$ cat config.mk
export PLATFORM = sky130hd
export DESIGN_NAME = alu_cmd_sequencer
export DESIGN_NICKNAME = d
export VERILOG_FILES = /design/src/rtl/alu_pkg.sv /design/src/rtl/alu_cmd_sequencer_sat_counter.sv /design/src/rtl/alu_cmd_sequencer.sv
export SDC_FILE = /design/constraint.sdc
export NUM_CORES = 1
export LEC_CHECK = 0
export ABC_AREA = 1
export CAP_MARGIN = 40
export CORE_UTILIZATION = 40
export CTS_CLUSTER_DIAMETER = 200
export DETAILED_ROUTE_END_ITERATION = 8
export PLACE_DENSITY_LB_ADDON = 0.25
export SETUP_SLACK_MARGIN = 0.2
export SYNTH_ARGS = -nofsm -noshare
export SYNTH_HDL_FRONTEND = slang
export SYNTH_SLANG_ARGS = --single-unit
$ cat constraint.sdc
create_clock -name i_clk -period 3.6 [get_ports i_clk]
set_clock_uncertainty 0.05 [all_clocks]
set_input_delay 0.72 -clock i_clk [delete_from_list [all_inputs] [get_ports i_clk]]
set_output_delay 0.72 -clock i_clk [all_outputs]
set_load 0.01 [all_outputs]
$ cat src/rtl/alu_pkg.sv
// Shared definitions for the ALU and its command sequencer:
// op codes, status bit positions and sequencer states.
package alu_pkg;

   typedef enum logic [1:0] {
      OP_SUB = 2'b00,
      OP_CMP = 2'b01,
      OP_SHL = 2'b10,
      OP_CHG = 2'b11
   } alu_op_t;

   localparam int ERROR_BIT  = 0;
   localparam int EVEN_BIT   = 1;
   localparam int OVF_BIT    = 2;
   localparam int SINGLE_BIT = 3;

   typedef enum logic [1:0] {
      IDLE = 2'b00,
      WAIT = 2'b01,
      RESP = 2'b10
   } seq_state_t;

endpackage

$ cat src/rtl/alu_cmd_sequencer_sat_counter.sv
// Saturating up-counter with synchronous clear; clear beats increment.
module sat_counter #(
   parameter int W = 8
) (
   input  logic         i_clk,
   input  logic         i_rst,
   input  logic         i_inc,
   input  logic         i_clr,
   output logic [W-1:0] o_cnt
);

   logic [W-1:0] cnt_q, cnt_d;

   always_comb begin
      cnt_d = cnt_q;
      if (i_clr)
         cnt_d = '0;
      else if (i_inc && (cnt_q != {W{1'b1}}))
         cnt_d = cnt_q + 1'b1;
   end

   always_ff @(posedge i_clk or posedge i_rst) begin
      if (i_rst) cnt_q <= '0;
      else       cnt_q <= cnt_d;
   end

   assign o_cnt = cnt_q;

endmodule

$ cat src/rtl/alu_cmd_sequencer.sv
// Drives one command at a time into a fixed-latency ALU, waits out the
// pipeline, and hands the captured result/status back over valid/ready.
module alu_cmd_sequencer
   import alu_pkg::*;
#(
   parameter int BITS  = 8,
   parameter int LAT   = 2,
   parameter int CNT_W = 8
) (
   input  logic             i_clk,
   input  logic             i_rst,
   input  logic             i_cmd_valid,
   output logic             o_cmd_ready,
   input  logic [BITS-1:0]  i_cmd_a,
   input  logic [BITS-1:0]  i_cmd_b,
   input  logic [1:0]       i_cmd_op,
   output logic [BITS-1:0]  o_alu_a,
   output logic [BITS-1:0]  o_alu_b,
   output logic [1:0]       o_alu_op,
   input  logic [BITS-1:0]  i_alu_out,
   input  logic [3:0]       i_alu_status,
   output logic             o_rsp_valid,
   input  logic             i_rsp_ready,
   output logic [BITS-1:0]  o_rsp_data,
   output logic [3:0]       o_rsp_status,
   output logic [1:0]       o_rsp_op,
   input  logic             i_err_clr,
   output logic [CNT_W-1:0] o_err_cnt,
   output logic             o_busy
);

   seq_state_t      state_q, state_d;
   logic [3:0]      cnt_q, cnt_d;
   logic [BITS-1:0] alu_a_q, alu_a_d;
   logic [BITS-1:0] alu_b_q, alu_b_d;
   alu_op_t         alu_op_q, alu_op_d;
   alu_op_t         rsp_op_q, rsp_op_d;
   logic            rsp_valid_q, rsp_valid_d;
   logic [BITS-1:0] rsp_data_q, rsp_data_d;
   logic [3:0]      rsp_status_q, rsp_status_d;
   logic            capture;

   // ALU result is only trusted on the single edge where the wait count has run out.
   assign capture = (state_q == WAIT) && (cnt_q == 4'd0);

   always_comb begin
      state_d      = state_q;
      cnt_d        = cnt_q;
      alu_a_d      = alu_a_q;
      alu_b_d      = alu_b_q;
      alu_op_d     = alu_op_q;
      rsp_op_d     = rsp_op_q;
      rsp_valid_d  = rsp_valid_q;
      rsp_data_d   = rsp_data_q;
      rsp_status_d = rsp_status_q;
      case (state_q)
         IDLE: begin
            if (i_cmd_valid) begin
               alu_a_d  = i_cmd_a;
               alu_b_d  = i_cmd_b;
               alu_op_d = alu_op_t'(i_cmd_op);
               rsp_op_d = alu_op_t'(i_cmd_op);
               cnt_d    = 4'(LAT);
               state_d  = WAIT;
            end
         end
         WAIT: begin
            if (capture) begin
               rsp_data_d   = i_alu_out;
               rsp_status_d = i_alu_status;
               rsp_valid_d  = 1'b1;
               state_d      = RESP;
            end else begin
               cnt_d = cnt_q - 4'd1;
            end
         end
         RESP: begin
            if (i_rsp_ready) begin
               rsp_valid_d = 1'b0;
               state_d     = IDLE;
            end
         end
         default: state_d = IDLE;
      endcase
   end

   always_ff @(posedge i_clk or posedge i_rst) begin
      if (i_rst) begin
         state_q      <= IDLE;
         cnt_q        <= '0;
         alu_a_q      <= '0;
         alu_b_q      <= '0;
         alu_op_q     <= OP_SUB;
         rsp_op_q     <= OP_SUB;
         rsp_valid_q  <= 1'b0;
         rsp_data_q   <= '0;
         rsp_status_q <= '0;
      end else begin
         state_q      <= state_d;
         cnt_q        <= cnt_d;
         alu_a_q      <= alu_a_d;
         alu_b_q      <= alu_b_d;
         alu_op_q     <= alu_op_d;
         rsp_op_q     <= rsp_op_d;
         rsp_valid_q  <= rsp_valid_d;
         rsp_data_q   <= rsp_data_d;
         rsp_status_q <= rsp_status_d;
      end
   end

   sat_counter #(.W(CNT_W)) u_err_cnt (
      .i_clk (i_clk),
      .i_rst (i_rst),
      .i_inc (capture & i_alu_status[ERROR_BIT]),
      .i_clr (i_err_clr),
      .o_cnt (o_err_cnt)
   );

   // State sits at IDLE during reset, so ready must also be masked by reset.
   assign o_cmd_ready  = (state_q == IDLE) && !i_rst;
   assign o_busy       = (state_q != IDLE);
   assign o_alu_a      = alu_a_q;
   assign o_alu_b      = alu_b_q;
   assign o_alu_op     = alu_op_q;
   assign o_rsp_valid  = rsp_valid_q;
   assign o_rsp_data   = rsp_data_q;
   assign o_rsp_status = rsp_status_q;
   assign o_rsp_op     = rsp_op_q;

endmodule

Yosys cells after proc, flatten, opt, wreduce, memory -nomap -nowiden
Index checks and enable logic that the tools add are counted.
{"block": "op_classes", "add_sub_neg": 2, "eq_ne": 7, "mux": 12, "n_bitwise": 1, "reduce_logical": 15}
{"cell": "$mux 8", "count": 2}
{"cell": "$reduce_and 3->1", "count": 3}
{"cell": "$add 8x1->8 const B", "count": 1}
{"cell": "$mux 4", "count": 2}
{"cell": "$ne 2x2->1 const B", "count": 4}
{"cell": "$ne 8x8->1 const B", "count": 1}
{"cell": "$pmux 4 s2", "count": 1}
{"cell": "$reduce_bool 2->1", "count": 4}
{"cell": "$mux 2", "count": 3}
{"cell": "$pmux 2 s3", "count": 1}
{"cell": "$logic_not 4->1", "count": 1}
{"cell": "$reduce_and 2->1", "count": 2}
{"cell": "$sub 4x1->4 const B", "count": 1}
{"cell": "$logic_and 1x1->1", "count": 3}
{"cell": "$eq 2x1->1 const B", "count": 1}
{"cell": "$eq 2x2->1 const B", "count": 1}
{"cell": "$logic_not 2->1", "count": 1}
{"cell": "$mux 1", "count": 2}
{"cell": "$pmux 1 s2", "count": 1}
{"cell": "$and 1x1->1", "count": 1}
{"cell": "$logic_not 1->1", "count": 1}
{"block": "word_totals", "regBits": 45, "input_bits": 35, "output_inout_bits": 43}

Depth between registers and ports, before layout
Gate-level depths: netlist of run 1.
{"block": "depth", "word_depth": 6, "mapped_depth": 8, "ltp_nobuf": 8}

Modules after synthesis
Synthesis of run 1 repeated with hierarchy kept, for this count alone.
{"block": "unflattened", "hier_cells": 245, "hier_area_um2": 2143.3}
{"module": "alu_cmd_sequencer", "instances": 1, "cells_per_inst": 176, "area_per_inst_um2": 1636.6, "seq_area_each_um2": 925.9}
{"module": "sat_counter", "instances": 1, "cells_per_inst": 69, "area_per_inst_um2": 506.7, "seq_area_each_um2": 200.2}

Worst setup path after synthesis of run 1
OpenSTA, ideal clock, no wires.
{"block": "synth_timing", "path_kind": "input port to output port", "startpoint": "input port i_rst", "endpoint": "output port o_cmd_ready", "arrival_time_ns": 0.889, "t_required_ns": 2.830, "setup_slack_ns": 1.941, "stages": 1, "path_cell_list": "nor2_1"}
{"block": "synth_via", "elab_chain_cells": 2}
{"item": "from (decl)", "line_no": "alu_cmd_sequencer.sv:11", "text": "input logic i_rst,"}
{"item": "$logic_not 1->1 (no source line)"}
{"item": "$logic_and 1x1->1", "line_no": "alu_cmd_sequencer.sv:120", "text": "assign o_cmd_ready = (state_q == IDLE) && !i_rst;"}
{"item": "to (decl)", "line_no": "alu_cmd_sequencer.sv:13", "text": "output logic o_cmd_ready,"}
No other way between the ends.

Worst setup path in the final report of run 1
Ends and elaborated chain as after synthesis.

==> key figures, run 1 <==
Worst hold path
  • Hold EP: o_rsp_status[0]
  • Hold path depth: 2
  • Hold crit path type: flip-flop to flip-flop
  • Min-delay src: o_rsp_status[0]

Worst setup path
  • Reg2reg start: cnt_q[0]
  • Max FO, Critical Path: 2
  • FF-to-FF setup slack: 2.02 ns
  • Critical path arrival: 1.81 ns
  • Reg2Reg Depth: 7
  • Crit start category: input pin
  • CP Class: input pin to primary output
  • Critical Path End Type: primary output
  • Critical Path RT: 2.83 ns
  • FF-to-FF End: o_rsp_data[0]

Clock network
  • Hold_buf cts: 0
  • H-tree depth: 2
  • Max Root-Sink Buffers: 2
  • Setup repair bufs after CTS: 0
  • Root buffer cell: clkbuf_8
  • CTS-repair resized insts: 0
  • CTS clk-pin slew, worst paths: 0.08 ns
  • Worst-Skew Late Latency: approximately 0.29 ns
  • Cts bufs inserted: 5
  • # clock sinks: 45
  • CTS tree: built

Pwr
  • Power Dens Cells: 739 nW/µm²
  • Leakage power: 1.34 nW
  • Peak VDD IR: 0.000415 V

Detailed routing
  • Starting DRC count in detailed routing: 64
  • Highest metal used: met4
  • TritonRoute pass-1 iters: 4
  • Via count: 1571
  • Vias/cell: 4.49
  • Routed Antenna Nets: 0
  • Post-DR wirelength/cell: 11.8 µm
  • Wire length on met2: about 1900 µm
  • Met3 routed wirelength: ~280 µm
  • DRC: 0
  • Met1 WL: around 1900 µm
  • Aggregate routed wire length: 4130 µm

Floorplan
  • Die Ht: around 74 µm
  • Core Box Area: about 4800 µm²
  • Die Area: 5410 µm²
  • Die width: 73.6 µm
  • IO Count: between 70 and 80
  • Initial core utilization: a little over two fifths
  • # rows: 25

Flow run
  • Max-cap violation count: 0

Place
  • RePlAce Congestion: 0.838
  • I/O Buffers: 77
  • Post-DP Area: 2870 µm²
  • Post-DP HPWL: 2920 µm

Timing
  • RSZ-0062 raised after global routing: false
  • Least-Margin Pin Slew: 0.487 ns
  • Final Hold Viols: 0
  • Setup TNS: 0 ns
  • Minimum clock period: 2.58 ns
  • # setup viols final: 0
  • Fmax: 0.387 GHz
  • Max-slew violations: 0
  • Max-slew headroom: 67.5%
  • Part of the cycle the worst path needs: 71.7%

Finish
  • Most frequent cells in the layout: clkdlybuf4s50_1, nand2_1, dfrtp_1
  • Fill cells: 435
  • Commonest non-fill, non-tap cell in the layout: clkdlybuf4s50_1
  • Fin area: 2950 µm²
  • Layout cells sized above 1: 14.1%
  • Synth-to-layout area growth: 44.0%
  • Antenna cell count: 0
  • Final #Nets: 320

Yosys
  • Post-Synthesis Cells: 203
  • Post-synthesis register bit count: between 40 and 50
  • Syn. warnings: 0
  • Syn Nets: 241
  • Syn_area_per_cell: 10.1 µm²
  • Netlist cell types: 25
  • Post-synthesis cell area: 2050 µm²
  • Seq/Total Area, Yosys: 55.0%

Global routing
  • Initial antenna violation count: 0
  • Pin count of the biggest net entering global routing: 25
  • Aggregate global routing overflow: 0
  • Gr usage total: 16.7%
  • Vias in the first global route: approximately 1500
  • First-pass GRT wire length: between 6000 and 7000 µm

Run status
  • Outcome: finished, final reports clean
-- synthesized netlist by cell type, drive strengths merged --
master  number  area share (%)
nand2       75              15
xnor2        2            0.86
ha           3             1.8
o31ai        1            0.37
buf          6             2.8
dfrtp       45              55
o21ai        3            0.73
xor2         2            0.86
nand3       16             5.1
inv         12             2.2
a21oi        1            0.24
mux2        18              10
nor3b        1            0.37
nor2        18             4.7
-- routing by layer --
metal | global-route usage, % | vias to the layer above
li1 | - | 797
met1 | 22.4 | 725
met2 | 25.5 | 44
met3 | 5.35 | 5
met4 | 5.77 | 0
met5 | 0 | -
-- sequential cells by signal, summed over array words and instances, names as in the netlist --
| register | cells |
|---|---|
| o_alu_b | 8 |
| o_alu_a | 8 |
| state_q | 2 |
| u_err_cnt.o_cnt | 8 |
| o_rsp_data | 8 |
| o_rsp_valid | 1 |
| o_rsp_op | 2 |
| cnt_q | 4 |
| o_rsp_status | 4 |
-- logic make-up after synthesis --
| logic type | synth area share, % |
|---|---|
| DFF | 55.0 |
| muxes | 10.1 |
| buffers and inverters | 5.01 |
| AOI/OAI and AO/OA | 1.34 |
| adders and majority gates | 1.83 |
| and+or+nand+nor | 25.0 |
| xor gates and xnor gates | 1.71 |
-- final cells by class --
class	count	area, µm²	area share (%)
Sequential cell	45	1130	38.2
Timing Repair Buffer	78	791	26.8
Clock buffer	7	76.3	2.59
Clock inverter	1	7.51	0.255
Inverter	12	45.0	1.53
Multi-Input combinational cell	140	820	27.8
Tap cell	67	83.8	2.84
-- where the power goes --
| group | internal (W) | total, W | switching, W |
|---|---|---|---|
| logic | 0.000583 | 0.00105 | 0.000463 |
| registers | 0.000718 | 0.000832 | 0.000114 |
| clock network | 0.000138 | 0.000302 | 0.000165 |
-- metrics by stage --
stage          cells  hold slack (ns)  power [W]  worst slack, ns  util [%]
5_1_grt          350            0.449    0.00235            0.965      61.2
3_3_place_gp     341            0.403    0.00188             1.04      59.1
6_report         350            0.424    0.00218             1.02      61.2
2_1_floorplan    203            0.409    0.00142             1.77         -
4_1_cts          350            0.427    0.00222             1.01      61.2
3_5_place_dp     342            0.407    0.00191             1.01      59.5
-- worst max path at each step --
stage                      from          end  slack [ns]  cells after the start
after floorplan           i_rst     cnt_q[0]        1.77                      1
after global placement    i_rst  o_cmd_ready        1.04                      3
after detailed placement  i_rst  o_cmd_ready        1.01                      3
after CTS                 i_rst  o_cmd_ready        1.01                      3
after global routing      i_rst  o_cmd_ready        0.96                      3
final                     i_rst  o_cmd_ready        1.02                      3
-- critical path: stages --
cell             delay (ns)
clkdlybuf4s50_1        0.43
nor2_1                 0.12
clkdlybuf4s50_1        0.54
Power figures use the tool's default switching activity.
==> run 2, diff against run 1 <==
==> constraint.sdc (replaced) <==
create_clock -name i_clk -period 2.49 [get_ports i_clk]
set_clock_uncertainty 0.05 [all_clocks]
set_input_delay 0.498 -clock i_clk [delete_from_list [all_inputs] [get_ports i_clk]]
set_output_delay 0.498 -clock i_clk [all_outputs]
set_load 0.01 [all_outputs]
==> key figures, run 2 (synthesis results as in run 1) <==
Finish
  • Layout cells sized above 1: 14.4% (+0.30 points)
  • Commonest non-fill, non-tap cell in the layout: clkdlybuf4s50_1
  • Synth-to-layout area growth: 43.7%
  • Most frequent cells in the layout: clkdlybuf4s50_1, nand2_1, dfrtp_1
  • Final #Nets: 321 (+0.31%)
  • Antenna cell count: 0 (unchanged)

Detailed routing
  • Starting DRC count in detailed routing: 41 (-36%)
  • TritonRoute pass-1 iters: 4 (unchanged)
  • Vias/cell: 4.49 (about the same)
  • Aggregate routed wire length: 4110 µm (-0.46%)
  • DRC: 0 (unchanged)
  • Routed Antenna Nets: 0 (unchanged)
  • Via count: 1576 (+0.32%)
  • Post-DR wirelength/cell: 11.7 µm (-0.74%)

Clock network
  • H-tree depth: 2 (unchanged)
  • Worst-Skew Late Latency: 0.29 ns (about the same)
  • Setup repair bufs after CTS: 0 (unchanged)
  • Root buffer cell: clkbuf_8
  • Hold_buf cts: 0 (unchanged)
  • CTS tree: built
  • CTS-repair resized insts: 0 (unchanged)
  • Cts bufs inserted: 5 (unchanged)
  • # clock sinks: 45 (unchanged)
  • CTS clk-pin slew, worst paths: 0.08 ns (about the same)
  • Max Root-Sink Buffers: 2 (unchanged)

Timing
  • Setup TNS: 0 ns (unchanged)
  • Part of the cycle the worst path needs: between 80% and 90%
  • Final Hold Viols: 0 (unchanged)
  • # setup viols final: 0 (unchanged)
  • RSZ-0062 raised after global routing: false
  • Max-slew headroom: 69.5% (+2.0 points)
  • Least-Margin Pin Slew: 0.456 ns (-0.0302 ns)
  • Fmax: 0.468 GHz
  • Max-slew violations: 0 (unchanged)
  • Minimum clock period: between 2 and 2.5 ns

Floorplan
  • Core Box Area: 4820 µm² (unchanged)
  • Die Ht: 73.6 µm (unchanged)
  • # rows: 25 (unchanged)
  • IO Count: 78 (unchanged)
  • Die Area: 5410 µm² (unchanged)
  • Initial core utilization: 42.5% (unchanged)
  • Die width: 73.6 µm (unchanged)

Global routing
  • Vias in the first global route: 1409 (-4.3%)
  • Initial antenna violation count: 0 (unchanged)
  • First-pass GRT wire length: 6670 µm (-2.9%)
  • Pin count of the biggest net entering global routing: 23 (-8.0%)
  • Gr usage total: 16.4% (-0.28 points)
  • Aggregate global routing overflow: 0 (unchanged)

Worst setup path
  • Critical Path RT: 1.94 ns (-0.89 ns)
  • Max FO, Critical Path: 2 (unchanged)
  • CP Class: input pin to primary output
  • FF-to-FF End: o_rsp_data[1]
  • Crit start category: input pin
  • Critical path arrival: 1.59 ns (-0.22 ns)
  • CP startpoint: i_rst
  • FF-to-FF setup slack: 0.90 ns (-1.12 ns)
  • Reg2Reg Depth: 7 (unchanged)
  • Reg2reg start: cnt_q[0]
  • Worst Setup EP: o_cmd_ready
  • Critical Path End Type: primary output

Place
  • RePlAce Congestion: 0.813 (-3.0%)
  • I/O Buffers: 77 (unchanged)
  • Post-DP HPWL: 2960 µm (+1.3%)

Pwr
  • Leakage power: 1.34 nW (about the same)
  • Peak VDD IR: 0.000573 V (+38%)
  • Seq pwr share: 38.5% (+0.3 points)
  • Pint: 0.00208 W (+44%)
  • Psw: 0.00107 W (+44%)
  • Power Dens Cells: 1070 nW/µm² (+45%)
  • Switching share of power: 33.9% (-0.055 points)
  • Total power: 0.00315 W (+44%)
  • Combinational share of power: 47.8% (-0.2 points)
  • Clock network fraction of total power: 13.7% (-0.2 points)

Flow run
  • Max-cap violation count: 0 (unchanged)

Run status
  • Outcome: finished, final reports clean

Worst hold path
  • Hold crit path type: flip-flop to flip-flop
[run 2: area by class of cell]
type / count / area, µm²
Multi-Input combinational cell: 140 / 820
Inverter: 12 / 45.0
Tap cell: 67 / 83.8
Timing Repair Buffer: 79 / 786
Clock buffer: 7 / 76.3
Clock inverter: 1 / 7.51
Sequential cell: 45 / 1130
Fill cell: 449 / 1870
[run 2: worst min-delay path by stage]
| stage | start | end | slack (ns) | depth (start not counted) |
|---|---|---|---|---|
| 3_5_place_dp | o_rsp_status[0] | o_rsp_status[0] | 0.41 | 2 |
| 5_1_grt | o_rsp_data[3] | o_rsp_data[3] | 0.44 | 2 |
| 3_3_place_gp | o_rsp_data[6] | o_rsp_data[6] | 0.40 | 2 |
| 6_report | o_rsp_status[3] | o_rsp_status[3] | 0.42 | 2 |
| 2_1_floorplan | cnt_q[0] | cnt_q[0] | 0.41 | 1 |
| 4_1_cts | o_rsp_status[0] | o_rsp_status[0] | 0.43 | 2 |
[run 2: stage by stage]
step / util, % / instance area, µm² / instances / setup slack, ns / hold WS, ns
after floorplan: - / 2050 / 203 / 0.883 / 0.409
after global placement: 59.4 / 2860 / 343 / 0.372 / 0.403
after detailed placement: 59.4 / 2860 / 343 / 0.346 / 0.407
after CTS: 61.1 / 2940 / 351 / 0.339 / 0.428
after global routing: 61.1 / 2940 / 351 / 0.306 / 0.442
final: 61.1 / 2940 / 351 / 0.353 / 0.423
[run 2: power groups by stage]
stage	registers (W)	clock network [W]	logic (W)
global route	0.00125	0.000489	0.00165
global placement	0.00122	0	0.00150
finish	0.00121	0.000431	0.00151
floorplan	0.00133	0	0.000714
CTS	0.00122	0.000453	0.00153
detailed placement	0.00123	0	0.00152
[run 2: layer usage]
layer,share of wire (%),global-route usage (%)
met1,46,22.9
met2,46,24.3
met4,1.1,5.77
met5,0,0
met3,6.4,4.80
[run 2: critical path, cell delays in order]
cell and delay, ns:
clkdlybuf4s50_1 0.44, nor2_1 0.11, clkdlybuf4s50_1 0.54
==> run 3, diff against run 2 <==
--- a/config.mk
+++ b/config.mk
@@ -5,13 +5,13 @@
 export SDC_FILE = /design/constraint.sdc
 export NUM_CORES = 1
 export LEC_CHECK = 0
-export ABC_AREA = 1
 export CAP_MARGIN = 40
 export CORE_UTILIZATION = 40
 export CTS_CLUSTER_DIAMETER = 200
 export DETAILED_ROUTE_END_ITERATION = 8
 export PLACE_DENSITY_LB_ADDON = 0.25
 export SETUP_SLACK_MARGIN = 0.2
+export SKIP_LAST_GASP = 1
 export SYNTH_ARGS = -nofsm -noshare
 export SYNTH_HDL_FRONTEND = slang
 export SYNTH_SLANG_ARGS = --single-unit
==> key figures, run 3 <==
Yosys
  • Cell accounting for the most synthesized area: dfrtp_1
  • Ranking of synthesized cells by area: dfrtp_1, mux2_2, ha_1, nor2_1, nand3_1
  • Post-synthesis register bit count: 45 (unchanged)
  • Seq/Total Area, Yosys: 58.4% (+3.4 points)
  • Syn Nets: 189 (-22%)
  • Post-Synthesis Cells: 151 (-26%)
  • Syn. warnings: 0 (unchanged)
  • Synth top area share: 58.4% (+3.4 points)
  • FFs w/ async S/R, synth: 100% (unchanged)
  • EDFF count, synth: 0 (unchanged)
  • Top FF cell, synth: dfrtp_1
  • Syn_area_per_cell: 12.8 µm² (+27%)
  • Cell with the most instances after synthesis: dfrtp_1
  • Netlist cell types: 34 (+36%)
  • Post-synthesis cell area: 1930 µm² (-5.8%)
  • Top cells by count, synth: dfrtp_1, mux2_2, nor2_1, inv_1, nand3_1

Finish
  • Util after Layout: 63.5% (+2.4 points)
  • Final #Nets: 269 (-16%)
  • Area of the multi-input gates: 727 µm² (-11%)
  • Fill cells: 369 (-18%)
  • Synth-to-layout area growth: 48.2%
  • Most frequent cells in the layout: clkdlybuf4s50_1, dfrtp_1, mux2_2
  • Seq. cell area: 1130 µm² (+0.22%)
  • Antenna cell count: 0 (unchanged)
  • Commonest non-fill, non-tap cell in the layout: clkdlybuf4s50_1
  • Fin area: 2860 µm² (-2.8%)
  • Layout cells sized above 1: 21.1% (+6.7 points)

Detailed routing
  • Via count: 1492 (-5.3%)
  • TritonRoute pass-1 iters: 4 (unchanged)
  • Vias/cell: 5.25 (+17%)
  • Aggregate routed wire length: 3950 µm (-3.9%)
  • Starting DRC count in detailed routing: 69 (+68%)
  • Routed Antenna Nets: 0 (unchanged)
  • DRC: 0 (unchanged)
  • Post-DR wirelength/cell: 13.9 µm (+19%)

Clock network
  • # clock sinks: 45 (unchanged)
  • CTS clk-pin slew, worst paths: 0.08 ns (about the same)
  • Max Root-Sink Buffers: 2 (unchanged)
  • CTS tree: built
  • Hold_buf cts: 0 (unchanged)
  • Cts bufs inserted: 5 (unchanged)
  • Root buffer cell: clkbuf_8
  • Worst-Skew Late Latency: 0.29 ns (about the same)
  • H-tree depth: 2 (unchanged)

Global routing
  • Gr usage total: 17.0% (+0.61 points)
  • Pin count of the biggest net entering global routing: 46 (+100%)
  • Initial antenna violation count: 0 (unchanged)
  • Vias in the first global route: 1485 (+5.4%)
  • Aggregate global routing overflow: 0 (unchanged)
  • First-pass GRT wire length: 6650 µm (-0.31%)

Timing
  • Part of the cycle the worst path needs: 85.5% (-0.37 points)
  • Minimum clock period: 2.13 ns (-0.00928 ns)
  • Least-Margin Pin Slew: 0.472 ns (+0.0160 ns)
  • Max-slew violations: 0 (unchanged)
  • RSZ-0062 raised after global routing: false
  • Final Hold Viols: 0 (unchanged)
  • Fmax: 0.470 GHz (+0.44%)
  • Setup TNS: 0 ns (unchanged)
  • Max-slew headroom: 68.3% (-1.2 points)
  • # setup viols final: 0 (unchanged)

Floorplan
  • IO Count: 78 (unchanged)
  • Die Ht: 71.5 µm (-2.9%)
  • # rows: 24 (-4.0%)
  • Die width: 71.5 µm (-2.9%)
  • Core Box Area: 4500 µm² (-6.5%)
  • Die Area: 5110 µm² (-5.6%)
  • Initial core utilization: 42.8% (+0.31 points)

Place
  • RePlAce Congestion: 0.684 (-16%)
  • I/O Buffers: 77 (unchanged)
  • Post-DP Area: 2760 µm² (-3.6%)
  • Post-DP HPWL: 2840 µm (-4.0%)

Worst setup path
  • Max FO, Critical Path: 9 (+7)
  • Critical Path RT: 1.94 ns (about the same)
  • CP Class: flip-flop to primary output
  • Crit-path cells: or2_2 -> clkdlybuf4s50_1
  • Critical path arrival: 1.58 ns (about the same)
  • Max stage delay on crit path: 0.49 ns (-0.05 ns)
  • Crit start category: flip-flop
  • Slowest stage cell, crit path: clkdlybuf4s50_1
  • Worst path top cell family by delay: buffers and inverters
  • Critical Path End Type: primary output
  • Worst path buffer plus inverter count: 1 (-1)

Pwr
  • Peak VDD IR: 0.000613 V (+6.9%)
  • Leakage power: 1.21 nW (-9.5%)
  • Total power: 0.00306 W (-2.8%)
  • Power Dens Cells: 1070 nW/µm² (about the same)

Worst hold path
  • Hold crit path type: flip-flop to flip-flop

Run status
  • Outcome: finished, final reports clean

Flow run
  • Max-cap violation count: 0 (unchanged)
==> run 3: changes by cell type after synthesis, moves of 3 or more <==
| cell | delta |
|---|---|
| a21oi_1 | +5 |
| nand2_1 | -68 |
| nand3_1 | -7 |
| nand2_2 | -3 |
| inv_2 | -3 |
| mux2_2 | +12 |
| nor2_1 | -4 |
| o21ai_0 | +3 |
| or3_1 | +3 |
==> run 3: kinds of logic (layout without fill, tap and decap cells) <==
group | count (synthesis) | in the layout | share of synthesized area, %
AO/OA/AOI/OAI | 19 | 19 | 5.97
buffers and inverters | 15 | 96 | 4.09
adder cells (fa/ha/maj) | 3 | 3 | 1.95
XOR/XNOR | 3 | 3 | 1.36
multiplexers | 30 | 30 | 17.4
AND/OR/NAND/NOR | 36 | 36 | 10.8
flip-flops | 45 | 45 | 58.4
==> run 3: layout make-up <==
cell class | instances | area share, %
flip-flops and latches | 45 | 39.5
repair buffers | 81 | 28.4
multi-input cells | 91 | 25.4
clock buffers | 7 | 3.37
well taps | 52 | 2.27
inverters | 7 | 0.919
clock inverters | 1 | 0.175
==> run 3: what timing repair did <==
action	4_1_cts	5_1_grt
endpoints found under the setup margin	1	0
buffers inserted	0	0
gates resized for setup	3	0
==> run 3: metrics by stage <==
step                hold WS [ns]  cells  worst slack [ns]
floorplan                  0.461    151             0.723
global placement           0.437    276             0.362
detailed placement         0.444    276             0.330
CTS                        0.464    284             0.352
global route               0.480    284             0.320
finish                     0.457    284             0.362
==> run 3: power by group <==
| part | internal [W] | switching (W) |
|---|---|---|
| clock network | 0.000251 | 0.000240 |
| registers | 0.00103 | 0.000176 |
| logic | 0.000849 | 0.000513 |
==> run 3: final timing paths <==
path,startpoint,end,slack (ns),cells past startpoint
max reg2reg,cnt_q[0],u_err_cnt.o_cnt[6],0.44,6
max,state_q[0],o_busy,0.36,2
min in group asynchronous,i_rst,o_alu_b[4],0.54,3
min,o_alu_a[6],o_alu_a[6],0.46,1
min reg2reg,o_alu_a[6],o_alu_a[6],0.46,1
max in group asynchronous,i_rst,state_q[1],1.62,3
==> run 3: per-layer routing <==
| layer | vias to the layer above | GRT usage (%) | part of all wire (%) |
|---|---|---|---|
| met5 | - | 0 | 0 |
| met4 | 0 | 8.06 | 2.3 |
| met3 | 12 | 6.61 | 7.4 |
| met2 | 61 | 27.5 | 47 |
| met1 | 723 | 20.1 | 43 |
| li1 | 696 | - | - |
